### src/rtl/mc_control_unit.sv
// Multi-cycle RISC-V control unit.
// Sequences each instruction through FETCH/DECODE/EXEC/MEM/WB, drives the
// per-state datapath strobes, waits on a memory ready handshake guarded by a
// watchdog, traps on illegal opcodes and counts retired instructions.
module mc_control_unit #(
    parameter int MEM_TIMEOUT = 15,
    parameter int CNT_W       = 32
) (
    input  logic             clk,
    input  logic             arst,
    input  logic             en,
    input  logic [6:0]       opcode,
    input  logic             mem_ready,
    output logic             ir_write,
    output logic             pc_write,
    output logic             pc_write_cond,
    output logic             jump,
    output logic             mem_read,
    output logic             mem_write,
    output logic             mem_2_reg,
    output logic             reg_write,
    output logic             alu_src,
    output logic [1:0]       alu_op,
    output logic [2:0]       state,
    output logic             retire,
    output logic [CNT_W-1:0] retire_cnt,
    output logic             illegal,
    output logic             timeout
);

    localparam int WCNT_W = $clog2(MEM_TIMEOUT + 1);
    localparam logic [WCNT_W-1:0] WCNT_MAX = WCNT_W'(MEM_TIMEOUT - 1);

    localparam logic [6:0] OP_ALU_R  = 7'b0110011;
    localparam logic [6:0] OP_ALU_I  = 7'b0010011;
    localparam logic [6:0] OP_BRANCH = 7'b1100011;
    localparam logic [6:0] OP_JUMP   = 7'b1101111;
    localparam logic [6:0] OP_LOAD   = 7'b0000011;
    localparam logic [6:0] OP_STORE  = 7'b0100011;

    localparam logic [1:0] ALU_ADD   = 2'b00;
    localparam logic [1:0] ALU_SUB   = 2'b01;
    localparam logic [1:0] ALU_RFUNC = 2'b10;
    localparam logic [1:0] ALU_IFUNC = 2'b11;

    typedef enum logic [2:0] {
        S_IDLE   = 3'd0,
        S_FETCH  = 3'd1,
        S_DECODE = 3'd2,
        S_EXEC   = 3'd3,
        S_MEM    = 3'd4,
        S_WB     = 3'd5,
        S_UNUSED = 3'd6,
        S_TRAP   = 3'd7
    } state_t;

    state_t             state_q, state_d;
    logic [6:0]         opc_q, opc_d;
    logic [WCNT_W-1:0]  wcnt_q, wcnt_d;
    logic [CNT_W-1:0]   retire_cnt_q, retire_cnt_d;
    logic               illegal_q, illegal_d;
    logic               timeout_q, timeout_d;
    logic               mem_wait;

    function automatic logic is_legal(input logic [6:0] op);
        return (op == OP_ALU_R) || (op == OP_ALU_I) || (op == OP_BRANCH) ||
               (op == OP_JUMP)  || (op == OP_LOAD)  || (op == OP_STORE);
    endfunction

    // Next-state, datapath strobes, watchdog and retire counter update.
    always_comb begin
        // NOTE: every signal gets a default before the case so no path leaves one unassigned, which would infer a latch.
        state_d       = state_q;
        opc_d         = opc_q;
        wcnt_d        = wcnt_q;
        retire_cnt_d  = retire_cnt_q;
        illegal_d     = illegal_q;
        timeout_d     = timeout_q;
        mem_wait      = 1'b0;
        ir_write      = 1'b0;
        pc_write      = 1'b0;
        pc_write_cond = 1'b0;
        jump          = 1'b0;
        mem_read      = 1'b0;
        mem_write     = 1'b0;
        mem_2_reg     = 1'b0;
        reg_write     = 1'b0;
        alu_src       = 1'b0;
        alu_op        = ALU_ADD;
        retire        = 1'b0;

        if (en) begin
            case (state_q)
                S_IDLE: state_d = S_FETCH;
                S_FETCH: begin
                    mem_read = 1'b1;
                    if (mem_ready) begin
                        ir_write = 1'b1;
                        pc_write = 1'b1;
                        state_d  = S_DECODE;
                    end else begin
                        mem_wait = 1'b1;
                    end
                end
                S_DECODE: begin
                    opc_d = opcode;
                    if (is_legal(opcode)) begin
                        state_d = S_EXEC;
                    end else begin
                        illegal_d = 1'b1;
                        state_d   = S_TRAP;
                    end
                end
                S_EXEC: begin
                    case (opc_q)
                        OP_ALU_R: begin
                            alu_op  = ALU_RFUNC;
                            state_d = S_WB;
                        end
                        OP_ALU_I: begin
                            alu_op  = ALU_IFUNC;
                            alu_src = 1'b1;
                            state_d = S_WB;
                        end
                        OP_LOAD, OP_STORE: begin
                            alu_op  = ALU_ADD;
                            alu_src = 1'b1;
                            state_d = S_MEM;
                        end
                        OP_BRANCH: begin
                            alu_op        = ALU_SUB;
                            pc_write_cond = 1'b1;
                            retire        = 1'b1;
                            state_d       = S_FETCH;
                        end
                        OP_JUMP: begin
                            jump     = 1'b1;
                            pc_write = 1'b1;
                            state_d  = S_WB;
                        end
                        default: state_d = S_TRAP;
                    endcase
                end
                S_MEM: begin
                    mem_read  = (opc_q == OP_LOAD);
                    mem_write = (opc_q != OP_LOAD);
                    if (mem_ready) begin
                        if (opc_q == OP_LOAD) begin
                            state_d = S_WB;
                        end else begin
                            retire  = 1'b1;
                            state_d = S_FETCH;
                        end
                    end else begin
                        mem_wait = 1'b1;
                    end
                end
                S_WB: begin
                    reg_write = 1'b1;
                    mem_2_reg = (opc_q == OP_LOAD);
                    retire    = 1'b1;
                    state_d   = S_FETCH;
                end
                S_TRAP:  state_d = S_TRAP;
                default: state_d = S_TRAP;
            endcase

            // A ready in the expiring cycle takes the normal path, so only a
            // still-low ready can trip the watchdog.
            if (mem_wait) begin
                if (wcnt_q == WCNT_MAX) begin
                    timeout_d = 1'b1;
                    state_d   = S_TRAP;
                end else begin
                    wcnt_d = wcnt_q + 1'b1;
                end
            end

            if (state_d != state_q) begin
                wcnt_d = '0;
            end

            if (retire) begin
                retire_cnt_d = retire_cnt_q + 1'b1;
            end
        end
    end

    // State, opcode latch, watchdog, retire counter and sticky trap flags.
    always_ff @(posedge clk or posedge arst) begin
        if (arst) begin
            state_q      <= S_IDLE;
            opc_q        <= '0;
            wcnt_q       <= '0;
            retire_cnt_q <= '0;
            illegal_q    <= 1'b0;
            timeout_q    <= 1'b0;
        end else begin
            // NOTE: non-blocking assignments so every register samples the pre-edge value of the others.
            state_q      <= state_d;
            opc_q        <= opc_d;
            wcnt_q       <= wcnt_d;
            retire_cnt_q <= retire_cnt_d;
            illegal_q    <= illegal_d;
            timeout_q    <= timeout_d;
        end
    end

    assign state      = state_q;
    assign retire_cnt = retire_cnt_q;
    assign illegal    = illegal_q;
    assign timeout    = timeout_q;

endmodule

### config.mk
export PLATFORM = sky130hd
export DESIGN_NAME = mc_control_unit
export DESIGN_NICKNAME = d
export VERILOG_FILES = /design/src/rtl/mc_control_unit.sv
export SDC_FILE = /design/constraint.sdc
export NUM_CORES = 1
export LEC_CHECK = 0
export BUFFER_PORTS_ARGS = -buffer_cell sky130_fd_sc_hd__buf_2
export CELL_PAD_IN_SITES_DETAIL_PLACEMENT = 0
export CELL_PAD_IN_SITES_GLOBAL_PLACEMENT = 1
export CORE_AREA = 2 2 59 116
export CTS_CLUSTER_SIZE = 30
export DETAILED_ROUTE_END_ITERATION = 10
export DIE_AREA = 0 0 61 118
export PLACE_DENSITY = 0.85
export SYNTH_ARGS = -nofsm -noshare
export SYNTH_HDL_FRONTEND = slang
export SYNTH_SLANG_ARGS = --single-unit
### constraint.sdc
create_clock -name clk -period 4.7 [get_ports clk]
set_input_delay 0.705 -clock clk [delete_from_list [all_inputs] [get_ports clk]]
set_output_delay 0.705 -clock clk [all_outputs]
set_load 0.03 [all_outputs]
Word-level counts from Yosys, hierarchy flattened

Index checks and enable logic that the tools add are counted.

Bitwise gates (word level): 1
Reduce and logical (&&, ||, !) cells: 17
Add/sub/neg operators: 2
Mux-type cells: 45
Equal/unequal tests: 21

Operators with widths:

| kind                    | count |
|---|---|
| $add A32 B1 Y32 const B | 1 |
| $eq A7 B6 Y1 const B    | 4 |
| $eq A7 B7 Y1 const B    | 4 |
| $mux W1                 | 27 |
| $mux W3                 | 7 |
| $pmux W3 S5             | 1 |
| $eq A7 B2 Y1 const B    | 2 |
| $eq A7 B5 Y1 const B    | 2 |
| $mux W4                 | 3 |
| $pmux W3 S3             | 1 |
| $reduce_and A3 Y1       | 3 |
| $ne A7 B2 Y1 const B    | 1 |
| $eq A3 B2 Y1 const B    | 2 |
| $eq A3 B3 Y1 const B    | 2 |
| $pmux W2 S3             | 1 |
| $reduce_or A2 Y1        | 3 |
| $reduce_or A3 Y1        | 2 |
| $logic_or A1 B1 Y1      | 5 |
| $add A4 B1 Y4 const B   | 1 |
| $eq A4 B4 Y1 const B    | 1 |
| $mux W2                 | 2 |
| $pmux W1 S2             | 2 |
| $reduce_and A2 Y1       | 2 |
| $eq A3 B1 Y1 const B    | 1 |
| 6 further kinds         | 6 |

Word-level logic and storage cells: 92
Register bits after elaboration: 48
Output and inout bits: 49

Depth between registers and ports, before layout

Depth in word-level cells: 14
Gate-level depth with buffers: 8

Worst setup path after synthesis

Ideal clock, no wire load.

Kind: input -> output
Start: input port en
End: output port pc_write
Data required time: 3995 ps
Stages: 4
Path buffers: 1
Slack: 1508 ps
Data arrival time: 2487 ps
Cells stage by stage: clkbuf_1 inv_1 nor4_1 or2_2

Cells in the longest elaborated chain, start to end: 1

RTL lines:

| item            | line | source |
|---|---|---|
| start, declared | 11   | `input logic en,` |
| $mux W1         | 92   | `if (en) begin` |
| end, declared   | 15   | `output logic pc_write,` |

No other way between the ends.

Worst setup path after layout

Start: register opc_q[6]
End: output port retire

Cells in the longest elaborated chain, start to end: 6

RTL lines:

| item                   | line | source |
|---|---|---|
| start, declared        | 58   | `logic [6:0] opc_q, opc_d;` |
| start signal, assigned | 201  | `opc_q <= opc_d;` |
| $eq A7 B2 Y1           | 148  | `if (opc_q == OP_LOAD) begin` |
| $mux W1                | 148  |  |
| $mux W1                | 147  | `if (mem_ready) begin` |
| $pmux W1 S3 *          | 93   | `case (state_q)` |
| $mux W1 * (2 in a row) | 92   |  |
| end, declared          | 25   | `output logic retire,` |

Every way passes the cells marked *; elsewhere a longest branch is shown, timed or not. The select of a mux whose other input is x is not followed.

==> metrics.txt <==
RR Endpoint=retire_cnt[13]$_DFFE_PP0P_; Setup WS pre-CTS=2.086 ns; Worst Setup EP=retire; Initial Utilization=43.62%; Post-layout nets=345; hold_buf cts=0; Area Overhead vs Synth=18.50%; PwrDens=447.0 mW/mm^2; total track usage=20.17%; Worst Setup SP=opc_q[6]$_DFFE_PP0P_; io pins=60; DPL Wire Length=4840 um; Worst EP arrival=2.16 ns; IO Port Bufs=59; DRT Pass-1 Iters=4; Worst EP required=3.99 ns; EDFF count, synth=0; Filler Cells Inserted=621; postcts setup bufs=0; Distinct cells, synth=53; vias in the first global route=2327; count of final setup violators=0; TritonCTS clock tree=yes; CTS sink count=48; Reg2Reg Depth=6; Setup WS post-layout=1.840 ns; Pwr Total=1.458 mW; Seq cells post-synth=48; DP Cell Count=410; antenna violations before repair=0; ys flop type=dfrtp_1; max-cap violations=0; root buffer cell=clkbuf_16; fin crit share=60.85%; Die Wd=61 um; CTS resizes=0; Yosys Warn Count=0; Worst-path clk slew=0.07 ns; Max Buffers Root-to-Sink=2; Avg Inst Size Synth=10.08 sq um; Synth Net Count=287; share of cells above drive strength 1=30.12%; die area=0.007198 sq mm; Leak=1.555 nW; via count=2238; commonest non-fill, non-tap cell in the layout=buf_2; die height=118 um; Fmax=349.7 MHz; clock skew=0.01151 ns; fraction of registers with async set/reset=100.0%; clk_lat worst skew=0.30 ns; Reg2Reg Launch Point=state[0]$_DFFE_PP0P_; CTS Buf Count=5; commonest non-fill, non-tap cells in the layout=59 x buf_2, 48 x dfrtp_1, 23 x nor2_1, 23 x xor2_1, 20 x nand2_1; ant diodes=0; RSZ-0062 raised after global routing=no; row count=41; Critical Path End Type=output pin; VDD IR max=290.4 uV; sequential share of the synthesized area=43.64%; worst hold path type=reg -> reg; Layout Cells excl Fill=418; post-DR vias/cell=5.354; Hold Violations, Final=0; DR WL/cell=15.27 um; core area=0.006310 sq mm; fin crit period=2.860 ns; status=finished clean; Initial DRC Count=153; Critical Path Fanout Max=29; setup slack, reg-to-reg=2.46 ns; Pins Over Slew Limit=0; DRT Wirelength=6384 um; GRT Residual Overflow=0; crit path kind=reg -> out; Cell Area, Synth=0.002753 sq mm; Detail Route Antenna Nets=0; largest net degree at the start of global routing=49; H-tree depth=2; Slew @ Worst Pin=1.022 ns; TNS Setup=0 ns; RD Place Congestion=0.8883; CP Launch Type=flip-flop; global-route wire length before repair=10980 um; drt drc=0; Cells after Synth=273; FF/Latch Area=0.001201 sq mm; Multi-input gate area=0.001423 sq mm; Slew HR=31.85%
[logic make-up after synthesis]
kind of cell / Yosys count / synth area share [%]
compound gates: 32 / 9.455
fa+ha+maj: 3 / 1.364
buf+inv: 26 / 4.682
flops: 48 / 43.64
simple gates: 122 / 26.77
mux: 8 / 3.273
xor+xnor: 34 / 10.82
[Yosys cell counts (2+ instances only)]
| library cell | count | area [sq um] |
|---|---|---|
| nor2_1 | 23 | 86.33 |
| nor2b_1 | 2 | 12.51 |
| nand4_1 | 8 | 50.05 |
| a31oi_1 | 2 | 12.51 |
| a32o_1 | 2 | 20.02 |
| a211oi_1 | 3 | 22.52 |
| o21ai_0 | 6 | 30.03 |
| mux2_2 | 8 | 90.09 |
| nor4_2 | 4 | 50.05 |
| buf_2 | 4 | 20.02 |
| xnor2_1 | 11 | 96.34 |
| xor2_1 | 23 | 201.4 |
| nand2_1 | 20 | 75.07 |
| nor3_2 | 9 | 90.09 |
| nand2b_1 | 5 | 31.28 |
| or2_2 | 3 | 18.77 |
| and3_1 | 3 | 18.77 |
| a221oi_1 | 2 | 17.52 |
| dfrtp_1 | 48 | 1201 |
| nand3_1 | 16 | 80.08 |
| nor3b_1 | 2 | 15.01 |
| buf_6 | 3 | 33.78 |
| nor3_1 | 7 | 35.03 |
| o2bb2ai_1 | 2 | 17.52 |
| ha_1 | 3 | 37.54 |
| inv_1 | 16 | 60.06 |
| nor4_1 | 8 | 50.05 |
| a21oi_1 | 4 | 20.02 |
| o211ai_1 | 2 | 15.01 |
[critical path, cell delays in order, from the launching register on]
cell,delay [ns]
dfrtp_1,0.48
nor4bb_4,0.48
a2111oi_4,0.15
o21ai_2,0.15
buf_4,0.34
inv_1,0.06
buf_2,0.18
[per-stage QoR]
stage | hold slack, ns | area (sq um) | util [%]
detailed placement | 0.4506 | 3098 | 49.10
finish | 0.4614 | 3262 | 51.70
global route | 0.4732 | 3262 | 51.70
floorplan | 0.5327 | 2753 | -
CTS | 0.4650 | 3262 | 51.70
global placement | 0.4514 | 3098 | 49.10
[per-layer routing]
| metal | GRT usage [%] | vias to the layer above | wire length, um |
|---|---|---|---|
| li1 | - | 1075 | - |
| met4 | 10.05 | 0 | 222 |
| met1 | 21.95 | 1094 | 2387 |
| met3 | 4.505 | 13 | 242 |
| met2 | 34.68 | 56 | 3531 |
| met5 | 0 | - | 0 |
[how the worst min path moves through the flow]
stage | startpoint | slack (ns) | endpoint | depth (start not counted)
2_1_floorplan | wcnt_q[3]$_DFFE_PP0P_ | 0.53 | wcnt_q[3]$_DFFE_PP0P_ | 2
3_3_place_gp | illegal$_DFFE_PP0P_ | 0.45 | illegal$_DFFE_PP0P_ | 1
3_5_place_dp | illegal$_DFFE_PP0P_ | 0.45 | illegal$_DFFE_PP0P_ | 1
4_1_cts | retire_cnt[31]$_DFFE_PP0P_ | 0.47 | retire_cnt[31]$_DFFE_PP0P_ | 1
5_1_grt | illegal$_DFFE_PP0P_ | 0.47 | illegal$_DFFE_PP0P_ | 1
6_report | retire_cnt[31]$_DFFE_PP0P_ | 0.46 | retire_cnt[31]$_DFFE_PP0P_ | 1
[report_power, final]
part	internal [mW]	total [mW]	switching [mW]
logic	0.185	0.451	0.265
clock network	0.250	0.404	0.154
registers	0.476	0.603	0.127
[flip-flops by register name, summed over array words and instances, names as in the netlist]
register    flops
retire_cnt     32
opc_q           7
wcnt_q          4
state           3
illegal         1
timeout         1
[area by class of cell]
type | count | area share (%)
Tap cell | 86 | 3.299
Multi-Input combinational cell | 199 | 43.61
Inverter | 17 | 1.956
Clock inverter | 2 | 1.074
Sequential cell | 48 | 36.82
Clock buffer | 6 | 3.951
Timing Repair Buffer | 60 | 9.283
Power figures use the tool's default switching activity.
